`src/rtl/huffman_bit_packer.sv`:
```
// Huffman bit packer: concatenates 1..CODE_W-bit codewords MSB-first into bytes,
// with a flush that zero-pads and tags the final partial byte.
module huffman_bit_packer #(
  parameter int unsigned CODE_W = 8
) (
  input  logic              clk,
  input  logic              rst_n,
  input  logic              code_valid,
  output logic              code_ready,
  input  logic [CODE_W-1:0] code_bits,
  input  logic [3:0]        code_len,
  input  logic              flush,
  output logic              byte_valid,
  input  logic              byte_ready,
  output logic [7:0]        byte_data,
  output logic              byte_last,
  output logic              flush_done,
  output logic [3:0]        fill_level
);

  localparam int unsigned ACC_W  = 15;
  localparam int unsigned BYTE_W = 8;
  localparam int unsigned CNT_W  = 4;
  localparam logic [CNT_W-1:0] MAX_LEN   = CNT_W'(CODE_W);
  localparam logic [CNT_W-1:0] BYTE_BITS = CNT_W'(BYTE_W);

  typedef enum logic [1:0] {
    ACCUM = 2'd0,
    FLUSH = 2'd1,
    DONE  = 2'd2
  } state_t;

  state_t             state;
  logic [ACC_W-1:0]   acc;
  logic [CNT_W-1:0]   cnt;

  logic [CNT_W-1:0]   len_eff;
  logic [BYTE_W-1:0]  code_ext;
  logic [BYTE_W-1:0]  code_mask;
  logic [BYTE_W-1:0]  code_m;
  logic [CNT_W-1:0]   shamt;
  logic [ACC_W-1:0]   ins;
  logic [ACC_W-1:0]   acc_app;
  logic [CNT_W:0]     cnt_sum;
  logic               accept;
  logic               slot_free;
  logic               extract;
  logic               flush_exit;
  logic               pad_load;
  logic [ACC_W-1:0]   acc_next;
  logic [CNT_W-1:0]   cnt_next;

  assign code_ready = (cnt < BYTE_BITS) && (state == ACCUM);
  assign fill_level = cnt;

  // Codeword alignment: clamp length, mask unused upper bits, and place the
  // codeword directly after the bits already held (valid bits left-justified).
  always_comb begin
    len_eff   = (code_len > MAX_LEN) ? MAX_LEN : code_len;
    code_ext  = BYTE_W'(code_bits);
    code_mask = BYTE_W'((9'(1) << len_eff) - 9'(1));
    code_m    = code_ext & code_mask;
    shamt     = CNT_W'(5'(ACC_W) - 5'(cnt) - 5'(len_eff));
    ins       = ACC_W'(code_m) << shamt;
  end

  // Handshake decode and next accumulator contents.
  always_comb begin
    accept     = code_valid && code_ready;
    slot_free  = !byte_valid || byte_ready;
    extract    = (cnt >= BYTE_BITS) && slot_free;
    flush_exit = (state == FLUSH) && (cnt < BYTE_BITS) && slot_free;
    pad_load   = flush_exit && (cnt != '0);
    acc_app    = accept ? (acc | ins) : acc;
    cnt_sum    = {1'b0, cnt} + (accept ? {1'b0, len_eff} : '0);
    acc_next   = acc_app;
    cnt_next   = CNT_W'(cnt_sum);
    if (extract) begin
      acc_next = acc_app << BYTE_W;
      cnt_next = CNT_W'(cnt_sum - 5'(BYTE_W));
    end else if (flush_exit) begin
      acc_next = '0;
      cnt_next = '0;
    end
  end

  // Control FSM, accumulator and output holding register.
  always_ff @(posedge clk or negedge rst_n) begin
    if (!rst_n) begin
      state      <= ACCUM;
      acc        <= '0;
      cnt        <= '0;
      byte_valid <= 1'b0;
      byte_data  <= '0;
      byte_last  <= 1'b0;
      flush_done <= 1'b0;
    end else begin
      acc        <= acc_next;
      cnt        <= cnt_next;
      flush_done <= (state == DONE);

      if (extract) begin
        byte_data  <= acc[ACC_W-1 -: BYTE_W];
        byte_last  <= 1'b0;
        byte_valid <= 1'b1;
      end else if (pad_load) begin
        // Bits below the held count are already zero, giving the padding.
        byte_data  <= acc[ACC_W-1 -: BYTE_W];
        byte_last  <= 1'b1;
        byte_valid <= 1'b1;
      end else if (slot_free) begin
        byte_valid <= 1'b0;
      end

      case (state)
        ACCUM:   if (flush) state <= FLUSH;
        FLUSH:   if (flush_exit) state <= DONE;
        DONE:    state <= ACCUM;
        default: state <= ACCUM;
      endcase
    end
  end

endmodule

```
`config.mk`:
```
export PLATFORM = sky130hd
export DESIGN_NAME = huffman_bit_packer
export DESIGN_NICKNAME = d
export VERILOG_FILES = /design/src/rtl/huffman_bit_packer.sv
export SDC_FILE = /design/constraint.sdc
export NUM_CORES = 1
export LEC_CHECK = 0
export CAP_MARGIN = 0
export CORE_AREA = 3 3 67 69
export CTS_CLUSTER_SIZE = 24
export DETAILED_ROUTE_END_ITERATION = 16
export DIE_AREA = 0 0 70 72
export GPL_ROUTABILITY_DRIVEN = 0
export PLACE_DENSITY = 0.8
export SYNTH_ARGS = -nofsm -noshare
export SYNTH_HDL_FRONTEND = slang
export SYNTH_SLANG_ARGS = --single-unit
```
`constraint.sdc`:
```
create_clock -name clk -period 4.3 [get_ports clk]
set_clock_uncertainty 0.15 [all_clocks]
set_input_delay 0.86 -clock clk [delete_from_list [all_inputs] [get_ports clk]]
set_output_delay 0.86 -clock clk [all_outputs]
set_load 0.02 [all_outputs]
```
Yosys cells after proc, flatten, opt, wreduce, memory -nomap -nowiden
Index checks and enable logic that the tools add are counted.
W data, S select, Z words.

operators by class
  add/sub/neg operators = 5
  $lt $le $gt $ge = 3
  equality and inequality tests = 4
  shift operators = 2
  muxes and demuxes = 17
  bitwise operators = 2
  reduce and logical (&&, ||, !) cells = 14

operator list
  kind                   count
  $mux W15               3
  $mux W4                4
  $mux W8                2
  $or A15 B15 Y15        1
  $shl A8 B4 Y15         1
  $and A8 B8 Y8          1
  $shl A1 B4 Y8 const A  1
  $sub A8 B2 Y8 const B  1
  $logic_and A1 B1 Y1    6
  $reduce_bool A3 Y1     2
  $mux W1                5
  $add A4 B4 Y4          1
  $ge A4 B4 Y1 const B   1
  $gt A4 B4 Y1 const B   1
  $lt A4 B4 Y1 const B   1
  $mux W2                2
  $ne A2 B2 Y1 const B   2
  $pmux W2 S2            1
  $reduce_bool A4 Y1     1
  $sub A4 B4 Y4          1
  $sub A4 B4 Y4 const A  1
  $sub A4 B4 Y4 const B  1
  $eq A2 B1 Y1 const B   1
  $eq A2 B2 Y1 const B   1
  5 further kinds        5

storage, ports and cells
  register bits after elaboration = 32
  bits of input ports = 17
  output and inout bits = 16
  word-level logic and storage cells = 55

Depth between registers and ports, before layout
  word-level depth = 10
  mapped depth = 12

Worst setup path after synthesis
Ideal clock, no wire load.

  kind = input to register
  from = input port code_len[3]
  to = register acc[8]
  library setup time = 0.130 ns
  arrival time = 3.252 ns
  setup slack = 0.769 ns
  stages on the path = 11
  path buffers = 4
  path through = buf_6 clkbuf_1 nor2b_1 ha_1 fa_1 buf_2 buf_2 o22ai_1 mux2_1 a221oi_2 a21oi_2

on the way
  cells in the longest elaborated chain, start to end = 10
  elaborated cells on any way between the ends = 11
  classes of those cells = add/sub: 2; order compare: 1; shift: 2; mux: 4; bitwise: 2

RTL lines
  element                 RTL line  source
  start: declaration      11        input logic [3:0] code_len,
  $gt A4 B4 Y1            59        len_eff = (code_len > MAX_LEN) ? MAX_LEN : code_len;
  $mux W4 (*)             59
  $shl A1 B4 Y8           61        code_mask = BYTE_W'((9'(1) << len_eff) - 9'(1));
  $sub A8 B2 Y8           61
  $and A8 B8 Y8           62        code_m = code_ext & code_mask;
  $shl A8 B4 Y15 (*)      64        ins = ACC_W'(code_m) << shamt;
  $or A15 B15 Y15 (*)     74        acc_app = accept ? (acc | ins) : acc;
  $mux W15 (*)            74
  $mux W15                81        end else if (flush_exit) begin
  $mux W15 (*)            78        if (extract) begin
  end signal: assignment  98        acc <= acc_next;
  end: declaration        34        logic [ACC_W-1:0] acc;

Every way passes the cells marked *; elsewhere a longest branch is shown, timed or not. The select of a mux whose other input is x is not followed.
A chain may end at the register's enable or synchronous reset.

Worst setup path in the final report
  from = input port code_len[3]
  to = register acc[9]

Same word-level chain as after synthesis.

==> load_flow_metrics.sql <==
INSERT INTO impl_metrics (metric_group, metric, value, unit) VALUES
('sta', 'timing_worst_slew_pin_value', '0.733', 'ns'),
('min_path', 'hold-path-cell-count', '2', ''),
('floorplanning', 'floorplan.rows', '23', ''),
('sta', 'post-route-period-util', '0.860', ''),
('cts', 'cts_setup_buffers', '0', ''),
('yosys', 'post_synthesis_async_set_or_reset_flop_share', '1.00', ''),
('setup_path', 'cpLargestDelayFamily', 'adder cells', ''),
('power_and_ir_drop', 'leakagePower', '1.20', 'nW'),
('cts', 'cts_buffers', '5', ''),
('run', 'cap_violations', '0', ''),
('yosys', 'avgSynthCellArea', '9.37', 'um2'),
('sta', 'grt_setup_unrepaired', 'no', ''),
('cts', 'cts_tree', 'yes', ''),
('global_route', 'antenna_found_initial', '0', ''),
('sta', 'final_hold_viol_count', '0', ''),
('global_route', 'global_route_wire_length_before_repair', '9800', 'um'),
('sta', 'relSlewSlack', '0.508', ''),
('floorplanning', 'fp.coreArea', '3970', 'um2'),
('setup_path', 'r2r.worst_path.cells', '7', ''),
('floorplanning', 'chipWidth', '70', 'um'),
('setup_path', 'worstSetupStartpointType', 'input pin', ''),
('yosys', 'synth_top_flop_cell', 'sky130_fd_sc_hd__dfrtp_1', ''),
('yosys', 'synthesis.yosys.warnings', '0', ''),
('drt', 'route.vias.total', '2032', ''),
('cts', 'htree_levels', '2', ''),
('layout', 'final_std_cells_w_o_fill', '331', ''),
('yosys', 'synth.lib_cells_used.distinct', '61', ''),
('drt', 'drc_errors', '0', ''),
('yosys', 'synth.top_cells.by_area', 'sky130_fd_sc_hd__dfrtp_1 35%, sky130_fd_sc_hd__mux2_2 4.9%, sky130_fd_sc_hd__nor2_1 4.6%', ''),
('layout', 'area_growth', '22.3', '%'),
('setup_path', 'critical_path.max_fanout', '15', ''),
('drt', 'detail_route.wl_per_cell', '17.3', 'um'),
('cts', 'cts_root_buf', 'sky130_fd_sc_hd__clkbuf_8', ''),
('drt', 'postRouteAntennaNets', '0', ''),
('sta', 'timing.setup.tns', '0', 'ns'),
('floorplanning', 'boundaryPins', '33', ''),
('setup_path', 'worst_path_largest_cell_delay', '0.73', 'ns'),
('floorplanning', 'die_h', '72', 'um'),
('cts', 'cts_hold_buffers', '0', ''),
('cts', 'cts.sinks', '32', ''),
('min_path', 'hp-class', 'flop to flop', ''),
('drt', 'route.detailed.vias_per_inst', '6.14', ''),
('yosys', 'number_of_synthesized_flops_with_an_enable_pin', '0', ''),
('yosys', 'synth_top_area_share', '0.349', ''),
('sta', 'drv_slew', '0', ''),
('setup_path', 'critical_path_required', '4.31', 'ns'),
('setup_path', 'cp.arrival', '3.71', 'ns'),
('sta', 'finalSetupViolCount', '0', ''),
('sta', 'highest_clock_frequency_the_design_can_meet', '0.271', 'GHz'),
('power_and_ir_drop', 'report.power.total', '1.79', 'mW'),
('cts', 'post_cts.resized_instances', '0', ''),
('floorplanning', 'floorplan.die_area', '5040', 'um2'),
('cts', 'worst_skew_pair.late_latency', '0.28', 'ns'),
('global_route', 'number_of_global_route_vias_before_repair', '2001', ''),
('sta', 'hold-worst-slack', '0.340', 'ns'),
('setup_path', 'timing.critical_path.depth', '9', ''),
('power_and_ir_drop', 'cellPowerDensity', '638', 'nW/um2'),
('sta', 'period_needed', '3.70', 'ns'),
('power_and_ir_drop', 'vdd.ir_drop.worst', '0.000474', 'V'),
('setup_path', 'timing.critical_path.to_type', 'flop', ''),
('drt', 'drc_marker_count_from_the_first_detailed_route_iteration', '115', ''),
('outcome', 'outcome', 'completed', ''),
('layout', 'layout-drive-gt1-share', '0.164', ''),
('cts', 'clkTransAtPathRegs', '0.06', 'ns'),
('layout', 'antenna_cells_inserted', '0', ''),
('yosys', 'synth_seq_cells', '32', ''),
('setup_path', 'crit_buf_inv', '2', ''),
('drt', 'detail_route.wirelength', '5730', 'um'),
('yosys', 'synthesis.instances', '245', ''),
('yosys', 'yosysSeqAreaShare', '0.349', ''),
('setup_path', 'critical-path-slowest-cell', 'sky130_fd_sc_hd__fa_1', '');
-- kinds of logic after synthesis --
group,after synthesis,synth area share
AO/OA/AOI/OAI,78,0.270
adder cells (fa/ha/maj),9,0.0556
buffers and inverters,21,0.0431
flip-flops,32,0.349
XOR/XNOR,9,0.0376
AND/OR/NAND/NOR,83,0.182
multiplexers,13,0.0633
-- state kept, by name (all words and copies together), names as in the netlist --
| name | flops |
|---|---|
| fill_level | 4 |
| acc | 15 |
| byte_last | 1 |
| state | 2 |
| byte_valid | 1 |
| byte_data | 8 |
| flush_done | 1 |
-- cells in the mapped netlist (2+ instances only) --
cell type                   instances
sky130_fd_sc_hd__nor3b_1            2
sky130_fd_sc_hd__o21bai_1           2
sky130_fd_sc_hd__o31ai_1            4
sky130_fd_sc_hd__a221oi_2           4
sky130_fd_sc_hd__a21oi_2            2
sky130_fd_sc_hd__dfrtp_1           32
sky130_fd_sc_hd__o21ai_1            4
sky130_fd_sc_hd__buf_4              2
sky130_fd_sc_hd__nor2_1            28
sky130_fd_sc_hd__nor3_1             6
sky130_fd_sc_hd__xor2_1             3
sky130_fd_sc_hd__nor2b_1            4
sky130_fd_sc_hd__o22ai_1            5
sky130_fd_sc_hd__mux2_1             2
sky130_fd_sc_hd__nand3_1            3
sky130_fd_sc_hd__o221ai_1           2
sky130_fd_sc_hd__xnor2_1            5
sky130_fd_sc_hd__clkbuf_1           6
sky130_fd_sc_hd__nand3b_1           2
sky130_fd_sc_hd__or2_1              2
sky130_fd_sc_hd__o2bb2ai_1          2
sky130_fd_sc_hd__a31oi_1            2
sky130_fd_sc_hd__a21oi_1           13
sky130_fd_sc_hd__o211ai_1           7
sky130_fd_sc_hd__a31o_2             2
sky130_fd_sc_hd__a22o_1             4
sky130_fd_sc_hd__buf_2              4
sky130_fd_sc_hd__ha_1               7
sky130_fd_sc_hd__fa_1               2
sky130_fd_sc_hd__nand2_1           20
sky130_fd_sc_hd__inv_1              7
sky130_fd_sc_hd__mux2_2            10
sky130_fd_sc_hd__o211ai_2           2
sky130_fd_sc_hd__o21a_1             2
sky130_fd_sc_hd__o21ai_0            7
sky130_fd_sc_hd__and2_1             4
sky130_fd_sc_hd__nand2b_1           6
-- final timing paths --
kind                              to  slack, ns     startpoint
min in group asynchronous     acc[6]       0.82          rst_n
max in group asynchronous  byte_last       2.88          rst_n
setup reg to reg              acc[9]       1.46  fill_level[0]
setup / recovery              acc[9]       0.60    code_len[3]
hold reg to reg               acc[3]       0.34         acc[3]
hold / removal                acc[3]       0.34         acc[3]
-- area by class of cell --
type	instances	area (um2)
timing repair buffer	42	395
clock inverter	1	30.0
fill	315	1160
clock buffer	7	96.3
tap	50	62.6
inverter	7	26.3
sequential	32	801
multi-input combinational	192	1400
-- power breakdown --
part / switching [mW] / internal [mW] / total (mW)
Clock: 0.110 / 0.204 / 0.314
Sequential: 0.0761 / 0.392 / 0.468
Combinational: 0.587 / 0.421 / 1.01
-- metrics by stage --
stage | utilization | cell area, um2
final | 0.707 | 2810
after global routing | 0.707 | 2810
after CTS | 0.707 | 2810
after detailed placement | 0.675 | 2680
after global placement | 0.675 | 2680
after floorplan | - | 2290
-- per-layer routing --
metal,vias up,part of all wire,GRT usage
li1,965,-,-
met1,967,0.46,0.339
met2,85,0.47,0.391
met3,15,0.061,0.0485
met4,0,0.017,0.0809
met5,-,0,0
-- placed cells by master (no fill, tap or decap), drive strengths merged, types with 9 or more instances in the layout --
cell and instances:
dfrtp 32, clkdlybuf4s50 32, nor2 28, nand2 20
a21oi 15, mux2 12, o21ai 12, buf 10
o211ai 9
-- worst register-to-register path, stage by stage, from the launching register on --
cell                       delay [ns]
sky130_fd_sc_hd__dfrtp_1         0.44
sky130_fd_sc_hd__ha_1            0.25
sky130_fd_sc_hd__fa_1            0.73
sky130_fd_sc_hd__buf_4           0.28
sky130_fd_sc_hd__o311ai_1        0.20
sky130_fd_sc_hd__mux2_2          0.32
sky130_fd_sc_hd__a221oi_2        0.25
sky130_fd_sc_hd__o22ai_2         0.11
Power figures use the tool's default switching activity.
